$ cat config.mk
export PLATFORM = sky130hd
export DESIGN_NAME = rv32e_mem_arbiter
export DESIGN_NICKNAME = d
export VERILOG_FILES = /design/src/rtl/rv32e_mem_arbiter_pkg.sv /design/src/rtl/rv32e_mem_arbiter_watchdog.sv /design/src/rtl/rv32e_mem_arbiter.sv
export SDC_FILE = /design/constraint.sdc
export NUM_CORES = 1
export LEC_CHECK = 0
export BUFFER_PORTS_ARGS = -buffer_cell sky130_fd_sc_hd__buf_2
export CORE_MARGIN = 4
export CORE_UTILIZATION = 45
export CTS_CLUSTER_DIAMETER = 50
export DETAILED_ROUTE_END_ITERATION = 12
export PLACE_DENSITY_LB_ADDON = 0.1
export SYNTH_ARGS = -nofsm -noshare
export SYNTH_HDL_FRONTEND = slang
export SYNTH_HIERARCHICAL = 1
export SYNTH_SLANG_ARGS = --single-unit
$ cat constraint.sdc
create_clock -name clk -period 2.15 [get_ports clk]
set_clock_uncertainty 0.05 [all_clocks]
set_input_delay 0.5375 -clock clk [delete_from_list [all_inputs] [get_ports clk]]
set_output_delay 0.5375 -clock clk [all_outputs]
set_load 0.02 [all_outputs]
$ cat src/rtl/rv32e_mem_arbiter_pkg.sv
// Shared types and constants for the rv32e memory arbiter.
// State codes (2-bit), transaction owner codes and small helpers.
package rv32e_mem_arbiter_pkg;

  typedef enum logic [1:0] {
    ARB_IDLE  = 2'd0,
    ARB_ISSUE = 2'd1,
    ARB_WAIT  = 2'd2,
    ARB_RESP  = 2'd3
  } arb_state_e;

  typedef enum logic {
    ARB_OWNER_I = 1'b0,
    ARB_OWNER_D = 1'b1
  } arb_owner_e;

  // Starvation counter is 4 bits wide and saturates here
  localparam logic [3:0] STARVE_SAT = 4'hF;

  // Fetches always read a full word
  localparam logic [3:0] FETCH_BE = 4'hF;

  // Saturating 32-bit increment for the optional performance counters
  function automatic logic [31:0] sat_inc32(input logic [31:0] v);
    return (v == 32'hFFFF_FFFF) ? v : v + 32'd1;
  endfunction

endpackage

$ cat src/rtl/rv32e_mem_arbiter_watchdog.sv
// Watchdog for the arbiter WAIT state: 8-bit counter that is cleared when a
// request is accepted and counts every WAIT cycle. 'expired' is raised in the
// WAIT cycle that would make the count reach TIMEOUT, so the arbiter leaves
// WAIT after exactly TIMEOUT cycles without a memory response.
import rv32e_mem_arbiter_pkg::*;

module rv32e_mem_arbiter_watchdog #(
  parameter int TIMEOUT = 255
) (
  input  logic clk,
  input  logic reset,
  input  logic clear,
  input  logic enable,
  output logic expired
);

  localparam logic [7:0] LAST_COUNT = 8'(TIMEOUT - 1);

  logic [7:0] count;

  // Count WAIT cycles; cleared on reset and whenever a new access is accepted
  always_ff @(posedge clk) begin
    if (!reset) begin
      count <= 8'd0;
    end else if (clear) begin
      count <= 8'd0;
    end else if (enable && (count != 8'hFF)) begin
      count <= count + 8'd1;
    end
  end

  assign expired = enable && (count == LAST_COUNT);

endmodule

$ cat src/rtl/rv32e_mem_arbiter.sv
// rv32e_mem_arbiter: shares one single-port memory between the fetch (I) and
// load/store (D) ports of rv32e_cpu, one transaction in flight.
// D wins arbitration unless I has waited through STARVE_LIMIT D grants.
// A watchdog turns a hung access into an error response with zero data.
// Optional feature macro: MEM_ARB_PERF_EN adds saturating grant/wait counters.
import rv32e_mem_arbiter_pkg::*;

module rv32e_mem_arbiter #(
  parameter int STARVE_LIMIT = 4,
  parameter int TIMEOUT      = 255
) (
  input  logic        clk,
  input  logic        reset,
  input  logic        i_req,
  input  logic [31:0] i_addr,
  output logic        i_rvalid,
  output logic [31:0] i_rdata,
  input  logic        d_req,
  input  logic        d_we,
  input  logic [3:0]  d_be,
  input  logic [31:0] d_addr,
  input  logic [31:0] d_wdata,
  output logic        d_rvalid,
  output logic [31:0] d_rdata,
  output logic        err,
  output logic        m_req,
  output logic        m_we,
  output logic [3:0]  m_be,
  output logic [31:0] m_addr,
  output logic [31:0] m_wdata,
  input  logic        m_gnt,
  input  logic        m_rvalid,
  input  logic [31:0] m_rdata
`ifdef MEM_ARB_PERF_EN
  ,
  output logic [31:0] perf_i_grants,
  output logic [31:0] perf_d_grants,
  output logic [31:0] perf_i_wait
`endif
);

  localparam logic [3:0] STARVE_MAX = 4'(STARVE_LIMIT);

  arb_state_e state;
  arb_state_e state_next;
  arb_owner_e owner;
  logic [3:0] starve;
  logic       grant_i;
  logic       arb_start;
  logic       resp_go;
  logic       wd_clear;
  logic       wd_enable;
  logic       wd_expired;

  // I wins only when D is absent or I has been starved up to the limit
  assign grant_i   = i_req && (!d_req || (starve == STARVE_MAX));
  assign arb_start = (state == ARB_IDLE) && (i_req || d_req);
  assign resp_go   = (state_next == ARB_RESP);
  assign wd_clear  = (state == ARB_ISSUE);
  assign wd_enable = (state == ARB_WAIT);

  rv32e_mem_arbiter_watchdog #(
    .TIMEOUT (TIMEOUT)
  ) u_watchdog (
    .clk     (clk),
    .reset   (reset),
    .clear   (wd_clear),
    .enable  (wd_enable),
    .expired (wd_expired)
  );

  // State register
  always_ff @(posedge clk) begin
    if (!reset) begin
      state <= ARB_IDLE;
    end else begin
      state <= state_next;
    end
  end

  // Next-state logic; memory responses outside ISSUE/WAIT are ignored
  always_comb begin
    state_next = state;
    case (state)
      ARB_IDLE: begin
        if (i_req || d_req) begin
          state_next = ARB_ISSUE;
        end
      end
      ARB_ISSUE: begin
        if (m_gnt) begin
          state_next = m_rvalid ? ARB_RESP : ARB_WAIT;
        end
      end
      ARB_WAIT: begin
        if (m_rvalid || wd_expired) begin
          state_next = ARB_RESP;
        end
      end
      ARB_RESP: begin
        state_next = ARB_IDLE;
      end
      default: begin
        state_next = ARB_IDLE;
      end
    endcase
  end

  // Registered outputs: latch the winner's fields, drive the response pulse
  always_ff @(posedge clk) begin
    if (!reset) begin
      owner    <= ARB_OWNER_I;
      starve   <= 4'd0;
      m_req    <= 1'b0;
      m_we     <= 1'b0;
      m_be     <= 4'd0;
      m_addr   <= 32'd0;
      m_wdata  <= 32'd0;
      i_rvalid <= 1'b0;
      i_rdata  <= 32'd0;
      d_rvalid <= 1'b0;
      d_rdata  <= 32'd0;
      err      <= 1'b0;
    end else begin
      m_req <= (state_next == ARB_ISSUE);
      if (arb_start) begin
        if (grant_i) begin
          owner   <= ARB_OWNER_I;
          m_we    <= 1'b0;
          m_be    <= FETCH_BE;
          m_addr  <= i_addr;
          m_wdata <= 32'd0;
          starve  <= 4'd0;
        end else begin
          owner   <= ARB_OWNER_D;
          m_we    <= d_we;
          m_be    <= d_be;
          m_addr  <= d_addr;
          m_wdata <= d_wdata;
          if (i_req && (starve != STARVE_SAT)) begin
            starve <= starve + 4'd1;
          end
        end
      end
      i_rvalid <= resp_go && (owner == ARB_OWNER_I);
      d_rvalid <= resp_go && (owner == ARB_OWNER_D);
      i_rdata  <= (resp_go && (owner == ARB_OWNER_I) && m_rvalid) ? m_rdata : 32'd0;
      d_rdata  <= (resp_go && (owner == ARB_OWNER_D) && m_rvalid) ? m_rdata : 32'd0;
      err      <= resp_go && !m_rvalid;
    end
  end

`ifdef MEM_ARB_PERF_EN
  logic i_in_service;

  assign i_in_service = (state != ARB_IDLE) && (owner == ARB_OWNER_I);

  // Saturating grant counters and fetch-wait cycle counter
  always_ff @(posedge clk) begin
    if (!reset) begin
      perf_i_grants <= 32'd0;
      perf_d_grants <= 32'd0;
      perf_i_wait   <= 32'd0;
    end else begin
      if (arb_start && grant_i) begin
        perf_i_grants <= sat_inc32(perf_i_grants);
      end
      if (arb_start && !grant_i) begin
        perf_d_grants <= sat_inc32(perf_d_grants);
      end
      if (i_req && !i_in_service) begin
        perf_i_wait <= sat_inc32(perf_i_wait);
      end
    end
  end
`endif

endmodule

# ---- Yosys cells after proc, flatten, opt, wreduce, memory -nomap -nowiden
# Index checks and enable logic that the tools add are counted.
dict set report word_totals {
  elab_cells 60
  out_inout_bits 137
  reg_bits 152
}
dict set report classes {
  n_reduce_logical 21
  n_eq_ne 9
  bitwise_logic 2
  n_addsub 2
  muxes 12
}
# cell n
set ops {}
lappend ops {{2-to-1 mux 32 bit} 2}
lappend ops {{2-to-1 mux 4 bit} 3}
lappend ops {{logical AND 1 bit} 10}
lappend ops {{adder 8 x 1 -> 8 bit (second input constant)} 1}
lappend ops {{== test 8 bit (second input constant)} 1}
lappend ops {{inequality test 8 bit (second input constant)} 1}
lappend ops {{one-hot mux 2 bit (4 select lines)} 1}
lappend ops {{== test 2 bit (second input constant)} 3}
lappend ops {{2-to-1 mux 2 bit} 3}
lappend ops {{AND reduction 2 bit} 3}
lappend ops {{adder 4 x 1 -> 4 bit (second input constant)} 1}
lappend ops {{== test 2 x 1 -> 1 bit (second input constant)} 2}
lappend ops {{== test 4 x 3 -> 1 bit (second input constant)} 1}
lappend ops {{inequality test 4 bit (second input constant)} 1}
lappend ops {{logical OR 1 bit} 3}
lappend ops {{2-to-1 mux 1 bit} 3}
lappend ops {{logical NOT 1 bit} 2}
lappend ops {{logical NOT 2 bit} 1}
lappend ops {{inverter 1 bit} 2}
lappend ops {{nonzero test 2 bit} 1}
lappend ops {{OR reduction 2 bit} 1}

# ---- Logic depth before layout (Yosys ltp)
dict set report logic_depth {
  word_depth 9
  mapped_depth 7
  mapped_depth_nobuf 6
}

# ---- By module
# Netlist, hierarchy kept.
# mod cells_each area_each_um2 instances
set by_module_without_submodules {}
lappend by_module_without_submodules {rv32e_mem_arbiter 512 4998.5 1}
lappend by_module_without_submodules {rv32e_mem_arbiter_watchdog 50 471.7 1}

# ---- Worst setup path before layout
# Ideal clock, no wire load.
dict set report synth_path {
  path_type {input -> register}
  start {input port i_req}
  end {register m_addr[17]}
  setup_slack_ps 335
  path_stages 6
  setup_time_ps 123
  arrival_time_ps 1642
  required_ps 1977
  n_path_buf 3
  path_cell_list {buf_4 > and4b_1 > clkbuf_1 > clkbuf_1 > nor3b_1 > a221o_2}
}
dict set report synth_via {
  elab_chain_cells 2
}
# item line
set synth_lines {}
lappend synth_lines {{start: declaration} rv32e_mem_arbiter.sv:14} ;# input logic i_req,
lappend synth_lines {{logical AND 1 bit or logical OR 1 bit (tied branches)} {rv32e_mem_arbiter.sv:56, rv32e_mem_arbiter.sv:57}}
lappend synth_lines {{2-to-1 mux 32 bit or logical AND 1 bit (tied branches)} {rv32e_mem_arbiter.sv:127, rv32e_mem_arbiter.sv:57}}
lappend synth_lines {{end signal: assignment} rv32e_mem_arbiter.sv:131} ;# m_addr <= i_addr;
lappend synth_lines {{end signal: assignment} rv32e_mem_arbiter.sv:138} ;# m_addr <= d_addr;
lappend synth_lines {{end: declaration} rv32e_mem_arbiter.sv:29} ;# output logic [31:0] m_addr,
# Several ways; a longest one is shown, not always the timed one.
# A chain may end at the register's enable or synchronous reset.

# ---- Final worst setup path
dict set report layout_path {
  start {register state[0]}
  end {register i_rvalid}
}
dict set report layout_via {
  elab_chain_cells 7
}
# item line
set layout_lines {}
lappend layout_lines {{start: declaration} rv32e_mem_arbiter.sv:44} ;# arb_state_e state;
lappend layout_lines {{start signal: assignment} rv32e_mem_arbiter.sv:77} ;# state <= state_next;
lappend layout_lines {{== test 2 bit} rv32e_mem_arbiter.sv:60} ;# assign wd_enable = (state == ARB_WAIT);
lappend layout_lines {{net wd_enable} rv32e_mem_arbiter.sv:52} ;# logic wd_enable;
lappend layout_lines {{logical AND 1 bit} rv32e_mem_arbiter_watchdog.sv:32} ;# assign expired = enable && (count == LAST_COUNT);
lappend layout_lines {{net wd_expired} rv32e_mem_arbiter.sv:53} ;# logic wd_expired;
lappend layout_lines {{logical OR 1 bit} rv32e_mem_arbiter.sv:96} ;# if (m_rvalid || wd_expired) begin
lappend layout_lines {{2-to-1 mux 2 bit} rv32e_mem_arbiter.sv:96}
lappend layout_lines {{one-hot mux 2 bit (4 select lines)} rv32e_mem_arbiter.sv:84} ;# case (state)
lappend layout_lines {{== test 2 bit} rv32e_mem_arbiter.sv:58} ;# assign resp_go = (state_next == ARB_RESP);
lappend layout_lines {{logical AND 1 bit} rv32e_mem_arbiter.sv:145} ;# i_rvalid <= resp_go && (owner == ARB_OWNER_I);
lappend layout_lines {{end signal: assignment} rv32e_mem_arbiter.sv:145}
lappend layout_lines {{end: declaration} rv32e_mem_arbiter.sv:16} ;# output logic i_rvalid,
# The timed path passes the listed nets, and every way through them passes these cells.

==> summary.md <==
- 0 — number of setup violations in the final report
- 275 — number of buffer cells added on primary ports
- 9 — worst-path maximum fanout
- 2170 um^2 — multi-input logic area
- yes — clock tree from TritonCTS
- 0.837 — final weighted congestion of routability-driven global placement
- 3.53 nW — Leak
- 7530 um^2 — final design area excluding fillers
- 5,144 — number of global-route vias before repair
- 0.451 — portion of total power attributed to sequential cells
- 17 — total clock buffers created by CTS
- 152 — flip-flop and latch count after synthesis
- 0.226 — All-Layer GR Usage
- 292 ps — smallest hold slack
- 320 ps — R2R Setup Slk
- 520 ps — max incr delay on CP
- 12,000 um^2 — floorplan core area
- no — RSZ-0062 raised after global routing
- 0 — drt drc
- 3040 um^2 — flip-flop and latch area
- 562 — number of cells produced by synthesis
- 1830 ps — final critical-path required period
- 0.00182 W — switching power of the nets
- 6 — Yosys warning count
- 0 — grt ovf
- 0 — PostCTS Resize Cnt
- 11,700 um — Detailed Place HPWL
- complete, no violations — outcome
- 55 — distinct cell type count of the synthesized netlist
- 5,232 — via count
- register — type of element capturing the critical path
- nor2b_1, and3_2, and3_1, or2_2, a22oi_1, nor3_1 — cells traversed along the worst timing path
- 0 — post-detailed-route count of antenna-violating nets
- 0.269 — switching fraction of total power
- sky130_fd_sc_hd__buf_2 — leading cell type in the layout, fill and taps excluded
- 2 — Max clock buf depth
- 420 ps — latest clock arrival within the worst-skew pair
- 4 — level count of the clock H-tree
- 16,400 um — final WL
- 966 — Final #Nets
- 25,600 um — wire length of the first global-routing pass
- 705 — total nets after synthesis
- 0.852 — Final period util
- 0 — count of buffers added by post-CTS timing repair for setup
- 40 — Placement Rows
- 0.00493 W — internal cell power
- 5470 um^2 — cell area after synthesis
- 896 nW/um^2 — PD cells
- 0.710 — worst slew slack as a fraction of its limit
- 0.457 — initial standard-cell utilization of the core
- sky130_fd_sc_hd__buf_2, sky130_fd_sc_hd__dfxtp_1, sky130_fd_sc_hd__nor2_1, sky130_fd_sc_hd__nand2_1, sky130_fd_sc_hd__nand3_1 — most frequent cells in the layout
- 294 — initial drt markers
- 0.133 — Comb pwr share
- 0.416 — clock share of power
- 6970 um^2 — Placement Cell Area
- 0 — Final Hold Vio Count
- 9.73 um^2 — mean instance size in the synthesized netlist
- 60 ps — clock-pin transition on the worst setup and hold timing paths
- 0.546 GHz — highest clock rate
- sky130_fd_sc_hd__dfxtp_1 — Max stage delay cell, worst path
- input port to register — Hold Crit Class
- 0.411 — share of layout cells above drive strength 1
- 118 um — Die Width
- 14,000 um^2 — die area
- 0 ps — Setup TNS Final
- 276 — count of pins on the block boundary
- 0 — async set-reset flop share out of synthesis
- 2 — initial antenna violation count
- 37.6% — layout overhead on the synthesized area
- register to register — Worst Path Class, Setup
- register — Critical Path Source Type
- 0.556 — register area share after synthesis
- 0 — Final Slew Violations
- 0 — EDFF count, synth
- 0 — post-cts hold buffer count
- 152 — Sink Count
- sky130_fd_sc_hd__clkbuf_16 — Root Driver
- 5 — Detailed Routing Iterations Pass 1
- 2070 ps — crit path DAT
- 118 um — die height
- 5.31 — vias per cell
- 0 — max-capacitance violation count
- 0.590 mV — peak ir drop on the vdd network
- 1,051 — count of fill cells added during filler insertion
- 41 — pin count of the biggest net entering global routing
- 16.6 um — routed wirelength normalized by instance count
- 2390 ps — required arrival time at the worst endpoint
- 434 ps — Tightest Pin Transition
- sky130_fd_sc_hd__dfxtp_1 — dominant register cell in the synthesized netlist
-- power by group through the flow --
stage,sequential (W),combinational [W],clock (W)
after detailed placement,0.00310,0.000899,0
after CTS,0.00304,0.000901,0.00286
after global routing,0.00305,0.000972,0.00300
after floorplan,0.00325,0.000379,0
final,0.00304,0.000897,0.00281
after global placement,0.00310,0.000880,0
-- synthesized netlist by cell type, types with 3 or more instances --
cell type / number / share of area
sky130_fd_sc_hd__a21oi_1: 36 / 0.033
sky130_fd_sc_hd__a221o_1: 27 / 0.049
sky130_fd_sc_hd__nor2_1: 70 / 0.048
sky130_fd_sc_hd__nand3_1: 39 / 0.036
sky130_fd_sc_hd__nand2b_1: 4 / 0.0046
sky130_fd_sc_hd__ha_1: 4 / 0.0091
sky130_fd_sc_hd__o21ai_0: 36 / 0.033
sky130_fd_sc_hd__inv_1: 6 / 0.0041
sky130_fd_sc_hd__and4_4: 4 / 0.0082
sky130_fd_sc_hd__and3_1: 3 / 0.0034
sky130_fd_sc_hd__a221o_2: 5 / 0.010
sky130_fd_sc_hd__nor2b_1: 4 / 0.0046
sky130_fd_sc_hd__buf_2: 7 / 0.0064
sky130_fd_sc_hd__dfxtp_1: 152 / 0.56
sky130_fd_sc_hd__nand2_1: 41 / 0.028
sky130_fd_sc_hd__buf_6: 7 / 0.014
sky130_fd_sc_hd__nor3b_1: 35 / 0.048
sky130_fd_sc_hd__nor3_1: 4 / 0.0037
sky130_fd_sc_hd__o221a_2: 4 / 0.0082
sky130_fd_sc_hd__clkbuf_1: 32 / 0.022
-- cells by family (layout without fill, tap and decap cells) --
group | Yosys count | in the layout | synth area share
XOR/XNOR | 1 | 1 | 0.00160
flip-flops | 152 | 152 | 0.556
adder cells (fa/ha/maj) | 4 | 4 | 0.00915
other | 0 | 2 | 0
buffers and inverters | 53 | 327 | 0.0483
AO/OA/AOI/OAI | 129 | 129 | 0.170
multiplexers | 2 | 2 | 0.00366
AND/OR/NAND/NOR | 221 | 221 | 0.211
-- registers in the layout (all words and copies together) (netlist names), 2 cells and up --
register / cells
d_rdata: 32
m_be: 4
m_addr: 32
i_rdata: 32
u_watchdog/count: 8
m_wdata: 32
state: 2
starve: 4
-- layer usage --
| metal | share of wire | GRT usage |
|---|---|---|
| met1 | 0.38 | 0.242 |
| met4 | 0.027 | 0.100 |
| met2 | 0.50 | 0.387 |
| met3 | 0.099 | 0.0990 |
| met5 | 0 | 0 |
-- critical path: cells and delay by family, from the launching register on --
kind | cells | cell delay [ps]
flip-flops | 1 | 520
AND/OR/NAND/NOR | 5 | 880
AO/OA/AOI/OAI | 1 | 240
-- cell type report --
| cell class | count | area share |
|---|---|---|
| antenna | 2 | 0.000665 |
| clock buffer | 19 | 0.0575 |
| clock inverter | 13 | 0.0165 |
| inverter | 6 | 0.00299 |
| multi-input combinational | 357 | 0.289 |
| sequential | 152 | 0.404 |
| tap | 147 | 0.0244 |
| timing repair buffer | 289 | 0.205 |
-- path summary, 6_finish.rpt --
check	startpoint	end	cells past startpoint
worst max-delay path	state[0]	i_rvalid	6
worst min-delay path	i_addr[23]	m_addr[23]	2
worst max register to register	state[0]	i_rvalid	6
worst min register to register	owner	i_rvalid	1
-- per-stage QoR --
step | instances | util | total power, W | setup WS [ps]
finish | 985 | 0.629 | 0.00675 | 318
global route | 985 | 0.629 | 0.00702 | 183
CTS | 983 | 0.629 | 0.00680 | 340
detailed placement | 951 | 0.582 | 0.00400 | 238
global placement | 951 | 0.582 | 0.00398 | 287
floorplan | 562 | - | 0.00363 | 335
No activity file was read; power rests on OpenSTA's default activity.
